### src/rtl/em4100_manchester_tx.sv
// EM4100-style 64-bit read-only tag frame generator with Manchester-coded modulation output.
// Parity is folded into the frame register when the ID is captured, so transmit is a plain bit walk.
module em4100_manchester_tx #(
  parameter int unsigned HALF_BIT_CYCLES = 32
) (
  input  logic        clk_i,
  input  logic        rst_i,
  input  logic [39:0] id_in_i,
  input  logic        load_i,
  input  logic        enable_i,
  output logic        mod_out_o,
  output logic        busy_o,
  output logic        bit_strobe_o,
  output logic        frame_done_o
);

  localparam int unsigned CntW = (HALF_BIT_CYCLES > 1) ? $clog2(HALF_BIT_CYCLES) : 1;

  typedef enum logic [0:0] {StIdle, StTx} state_e;

  // Frame layout, bit 63 sent first: 9 header ones, 10 x (nibble + even parity),
  // 4 column parities, stop 0.
  function automatic logic [63:0] build_frame(input logic [39:0] id);
    logic [63:0] f;
    logic [3:0]  nib;
    logic [3:0]  col;
    f         = '0;
    f[63:55]  = '1;
    col       = '0;
    for (int r = 0; r < 10; r++) begin
      nib              = id[39-4*r -: 4];
      col              = col ^ nib;
      f[54-5*r -: 5]   = {nib, ^nib};
    end
    f[4:1] = col;
    return f;
  endfunction

  state_e           state_q, state_d;
  logic [CntW-1:0]  cnt_q, cnt_d;
  logic             half_q, half_d;
  logic [5:0]       bit_q, bit_d;
  logic [63:0]      frame_q, frame_d;
  logic [63:0]      pend_frame_q, pend_frame_d;
  logic             pend_q, pend_d;

  logic [63:0] id_frame;
  logic        half_end;
  logic        frame_end;

  assign id_frame  = build_frame(id_in_i);
  assign half_end  = (cnt_q == CntW'(HALF_BIT_CYCLES - 1));
  assign frame_end = (state_q == StTx) && half_q && half_end && (bit_q == 6'd63);

  always_comb begin
    state_d      = state_q;
    cnt_d        = cnt_q;
    half_d       = half_q;
    bit_d        = bit_q;
    frame_d      = frame_q;
    pend_frame_d = pend_frame_q;
    pend_d       = pend_q;
    unique case (state_q)
      StIdle: begin
        if (load_i) frame_d = id_frame;
        if (enable_i) state_d = StTx;
      end
      StTx: begin
        if (load_i) begin
          pend_frame_d = id_frame;
          pend_d       = 1'b1;
        end
        if (half_end) begin
          cnt_d  = '0;
          half_d = ~half_q;
          if (half_q) bit_d = bit_q + 6'd1;
        end else begin
          cnt_d = cnt_q + CntW'(1);
        end
        if (frame_end) begin
          // A load landing on the boundary cycle itself is newest, so it wins.
          pend_d = 1'b0;
          if (load_i)      frame_d = id_frame;
          else if (pend_q) frame_d = pend_frame_q;
          if (!enable_i) state_d = StIdle;
        end
      end
      default: state_d = StIdle;
    endcase
  end

  always_ff @(posedge clk_i or posedge rst_i) begin
    if (rst_i) begin
      state_q      <= StIdle;
      cnt_q        <= '0;
      half_q       <= 1'b0;
      bit_q        <= '0;
      frame_q      <= build_frame(40'h0);
      pend_frame_q <= '0;
      pend_q       <= 1'b0;
    end else begin
      state_q      <= state_d;
      cnt_q        <= cnt_d;
      half_q       <= half_d;
      bit_q        <= bit_d;
      frame_q      <= frame_d;
      pend_frame_q <= pend_frame_d;
      pend_q       <= pend_d;
    end
  end

  // Outputs decode straight from registers, so reset clears them without waiting for an edge.
  assign busy_o       = (state_q == StTx);
  assign bit_strobe_o = busy_o && !half_q && (cnt_q == '0);
  assign frame_done_o = frame_end;
  assign mod_out_o    = busy_o && (frame_q[6'd63 - bit_q] ^ half_q);

endmodule
### config.mk
export PLATFORM = sky130hd
export DESIGN_NAME = em4100_manchester_tx
export DESIGN_NICKNAME = d
export VERILOG_FILES = /design/src/rtl/em4100_manchester_tx.sv
export SDC_FILE = /design/constraint.sdc
export NUM_CORES = 1
export LEC_CHECK = 0
export ABC_AREA = 0
export ABC_CLOCK_PERIOD_IN_PS = 8950
export BUFFER_PORTS_ARGS = -buffer_cell sky130_fd_sc_hd__buf_2
export CORE_MARGIN = 3
export CORE_UTILIZATION = 65
export CTS_BUF_LIST = sky130_fd_sc_hd__clkbuf_2 sky130_fd_sc_hd__clkbuf_4 sky130_fd_sc_hd__clkbuf_8
export CTS_CLUSTER_DIAMETER = 30
export DETAILED_ROUTE_END_ITERATION = 8
export PLACE_DENSITY = 0.85
export SETUP_SLACK_MARGIN = 0.02
export SLEW_MARGIN = 25
export SYNTH_ARGS = -nofsm -noshare
export SYNTH_HDL_FRONTEND = slang
export SYNTH_SLANG_ARGS = --single-unit
### constraint.sdc
create_clock -name clk_i -period 8.95 [get_ports clk_i]
set_input_delay 0.4475 -clock clk_i [delete_from_list [all_inputs] [get_ports clk_i]]
set_output_delay 0.4475 -clock clk_i [all_outputs]
set_load 0.02 [all_outputs]
; ---- Yosys cells after proc, flatten, opt, wreduce, memory -nomap -nowiden
; Cells that the tools add are included.
[word_totals]
reg_bits = 133
output_inout_bits = 4
wordCells = 65
[classes]
n_addsub = 3
magnitude_cmp = 1
n_eq_ne = 5
muxes = 13
bitwise_logic = 12
reduce_logical = 24
[ops]
columns = operator, count
row1 = 64-bit two-way mux, 4
row2 = 64-bit one-hot mux with 2 select lines, 1
row3 = 4-bit XOR reduction, 10
row4 = 4-bit XOR, 9
row5 = 6-bit by 7-bit less-than comparator with 1-bit output (second input constant), 1
row6 = 6-bit by 1-bit adder with 6-bit output (second input constant), 1
row7 = 1-bit binary-select mux with 6-bit select, 1
row8 = 6-bit == test (second input constant), 1
row9 = 1-bit logical AND, 6
row10 = 2-bit AND reduction, 3
row11 = 3-bit AND reduction, 2
row12 = 6-bit subtractor (first input constant), 1
row13 = 5-bit by 1-bit adder with 5-bit output (second input constant), 1
row14 = 5-bit == test (second input constant), 1
row15 = 5-bit zero test, 1
row16 = 1-bit two-way mux, 5
row17 = 5-bit two-way mux, 1
row18 = 2-bit inequality test (second input constant), 2
row19 = 3-bit by 2-bit inequality test with 1-bit output (second input constant), 1
row20 = 1-bit inverter, 2
row21 = 1-bit one-hot mux with 2 select lines, 1
row22 = 2-bit nonzero test, 1
row23 = 1-bit zero test, 1
row24 = 1-bit XOR, 1

; ---- Longest topological paths before layout
[depth]
depth_word = 12
mapped_depth = 11

; ---- Least setup slack after synthesis
; Ideal clock, no wire load.
[synth_path]
kind = register to output
from = register bit_q[0]
to = output mod_out_o
arrival_ns = 1.974
slack_ns = 6.528
path_stages_with_launch = 8
n_path_buf = 2
cell_sequence = dfrtp_1 > buf_6 > buf_6 > mux2_2 > a221oi_1 > a22oi_1 > a31oi_1 > mux2i_1
[synth_between]
elab_chain_len = 5
[synth_rtl]
columns = item, line_no
row1 = "start, declared", 42  ; logic [5:0] bit_q, bit_d;
row2 = "start signal, assigned", 105  ; bit_q <= bit_d;
row3 = 6-bit subtractor, 116  ; assign mod_out_o = busy_o && (frame_q[6'd63 - bit_q] ^ half_q);
row4 = 1-bit binary-select mux with 6-bit select, 116
row5 = 1-bit two-way mux (implied by the code), 116
row6 = 1-bit XOR, 116
row7 = 1-bit logical AND, 116
row8 = "end, declared", 11  ; output logic mod_out_o,
; Every way passes these cells. The select of a mux whose other input is x is not followed.

; ---- Worst setup path after layout
; Ends and elaborated chain as after synthesis.

==> impl_metrics.json <==
{
  "grt_first_pass_wirelength_um": 21900,
  "holdBufCountCts": 0,
  "layout-drive-gt1-share": 0.236,
  "drc": 0,
  "synth_edf_count": 0,
  "hold_violations": 0,
  "synth_seq_cells": 124,
  "hp-class": "in2async",
  "antenna_cells": 0,
  "yosysWarningCount": 0,
  "hold_ws_ps": 192,
  "timing.rr.end": "frame_q[3]$_DFFE_PP0P_",
  "area_delta_synth_final_pct": 11.3,
  "core-area_um2": 9330,
  "wire_per_inst_um": 17.2,
  "grt_max_degree": 107,
  "cts_tree": "done",
  "rr_worst_depth": 9,
  "slew_headroom": 0.372,
  "gr-usage-all-layers": 0.253,
  "grt_setup_unrepaired": "false",
  "nets": 662,
  "synth_common_cells": "dfrtp_1, nand2_1, o21ai_0, xnor2_1, mux2i_1",
  "synth_fp_nets": 624,
  "syn_inst": 576,
  "cp-start-kind": "flop",
  "synthFlopType": "dfrtp_1",
  "via_per_inst": 5.78,
  "critPathLaunch": "bit_q[0]$_DFFE_PP0P_",
  "peakVddDrop_uv": 185,
  "grt_pass1_vias": 4479,
  "pin_count": 48,
  "n_fill_cell": 639,
  "cts_buffer_depth": 2,
  "finalSetupViolCount": 0,
  "async_reset_ff_frac": 1.00,
  "end_kind": "primary output",
  "cts_resized": 0,
  "die_h_um": 105,
  "synthTopCellsByArea": "dfrtp_1, xnor2_1, mux2i_1, mux2_2, o21ai_0",
  "die_area_um2": 10900,
  "rows": 35,
  "path_max_fanout": 27,
  "ant_nets": 0,
  "start_util": 0.677,
  "postSynthAreaPerCell_um2": 11.0,
  "drv_cap": 0,
  "finalMaxSlewViolations": 0,
  "place_congestion": 0.826,
  "drtPass1Iterations": 5,
  "syn_area_um2": 6310,
  "p_per_area_nw_per_um2": 189,
  "crit_required_ps": 8500,
  "drt_iter0_drc": 252,
  "synth_cell_types": 42,
  "status": "finished clean",
  "rrSetupSlack_ps": 6060,
  "finalCritPeriodShare": 0.371,
  "synth_top_area_cell": "dfrtp_1",
  "clock_latency_ps": 440,
  "cts.clk_slew.worst_paths_ps": 80,
  "post-synth-top-count-cell": "dfrtp_1",
  "cts.sinks": 124,
  "antenna_found_initial": 0,
  "power.leakage_nw": 3.09,
  "crit_arrival_ps": 2870,
  "final.min_clock_period_ps": 3320,
  "crit_type": "reg2out",
  "die_w_um": 105,
  "portBuffers": 47,
  "yosysSeqAreaShare": 0.492,
  "worst_slew_pin_slew_ps": 942,
  "setup-tns-final_ps": 0,
  "detailed_place_hpwl_um": 8470,
  "cts-buffers-inserted": 17,
  "cts_post_setup_buffers_inserted": 0,
  "max_freq_mhz": 301,
  "htree_levels": 4,
  "netlist.area_leader.share": 0.488,
  "vias": 4371,
  "endpoint": "mod_out_o",
  "r2r-start": "cnt_q[0]$_DFFE_PP0P_",
  "skew_ps": 16.8,
  "root_buffer": "clkbuf_8",
  "grt-ovfl-total": 0,
  "drt_wl_total_um": 13000
}
[power breakdown]
part           leakage [nW]  total, mW  switching (mW)  internal, mW
clock                 0.201      0.514           0.231         0.283
sequential             1.55      0.633          0.0259         0.607
combinational          1.33      0.179          0.0934        0.0860
total                  3.09       1.33           0.351         0.976
[logic make-up (layout without fill, tap and decap cells)]
logic type	Yosys count	in the layout	share of synthesized area
AO/OA/AOI/OAI	103	103	0.0896
XOR/XNOR	72	72	0.0999
multiplexers	111	111	0.197
adder cells (fa/ha/maj)	4	4	0.00793
buffers and inverters	37	88	0.0281
flip-flops	124	124	0.492
AND/OR/NAND/NOR	125	125	0.0860
[worst max-delay path: stages (launching register included)]
cell and delay, ps:
dfrtp_1 330, buf_4 390, mux2_2 420, a222oi_1 380, a22oi_1 150, a31oi_1 330, mux2i_1 240, buf_2 190
[cells in the final DEF, fill, tap and decap left out, types with 5 or more instances in the layout]
master,n
xnor2_1,71
buf_4,5
clkbuf_8,18
mux2_2,48
nand3_1,6
nand2_1,82
mux2i_1,55
o21ai_0,72
a21oi_1,14
nand2b_1,7
nor2_1,15
buf_2,47
dfrtp_1,123
[worst min-delay path by stage]
stage	from	to	cells after the start
after global routing	enable_i	busy_o$_DFF_PP0_	2
after CTS	enable_i	busy_o$_DFF_PP0_	2
final	rst_i	pend_frame_q[10]$_DFFE_PP0P_	2
after global placement	pend_frame_q[55]$_DFFE_PP0P_	pend_frame_q[55]$_DFFE_PP0P_	1
after detailed placement	pend_frame_q[55]$_DFFE_PP0P_	pend_frame_q[55]$_DFFE_PP0P_	1
after floorplan	pend_frame_q[55]$_DFFE_PP0P_	pend_frame_q[55]$_DFFE_PP0P_	1
[area by class of cell]
type	instances	area [um^2]	share of cell area
clock inverter	14	170	0.0242
timing repair buffer	52	273	0.0388
sequential	124	3100	0.442
tap	129	161	0.0230
multi-input combinational	415	3050	0.434
clock buffer	18	248	0.0353
inverter	4	17.5	0.00249
[registers in the layout (all words and copies together) (netlist names)]
register and count:
pend_q 1, half_q 1, cnt_q 5, busy_o 1
bit_q 6, pend_frame_q 55, frame_q 55
[through the flow]
step / util / worst slack, ps / cell area, um^2 / power (mW) / cells
2_1_floorplan: - / 5200 / 6310 / 0.767 / 576
3_3_place_gp: 0.709 / 6140 / 6610 / 0.811 / 724
3_5_place_dp: 0.709 / 6120 / 6610 / 0.821 / 724
4_1_cts: 0.753 / 5640 / 7030 / 1.34 / 756
5_1_grt: 0.753 / 5490 / 7030 / 1.39 / 756
6_report: 0.753 / 5630 / 7030 / 1.33 / 756
[metal layers]
| layer | vias up | GRT usage | routed length [um] |
|---|---|---|---|
| met4 | 0 | 0.0921 | 280 |
| met5 | - | 0 | 0 |
| met3 | 22 | 0.0556 | 639 |
| li1 | 2062 | - | - |
| met1 | 2162 | 0.336 | 5540 |
| met2 | 125 | 0.411 | 6520 |
Note: power is estimated with default switching activity, not from simulation.
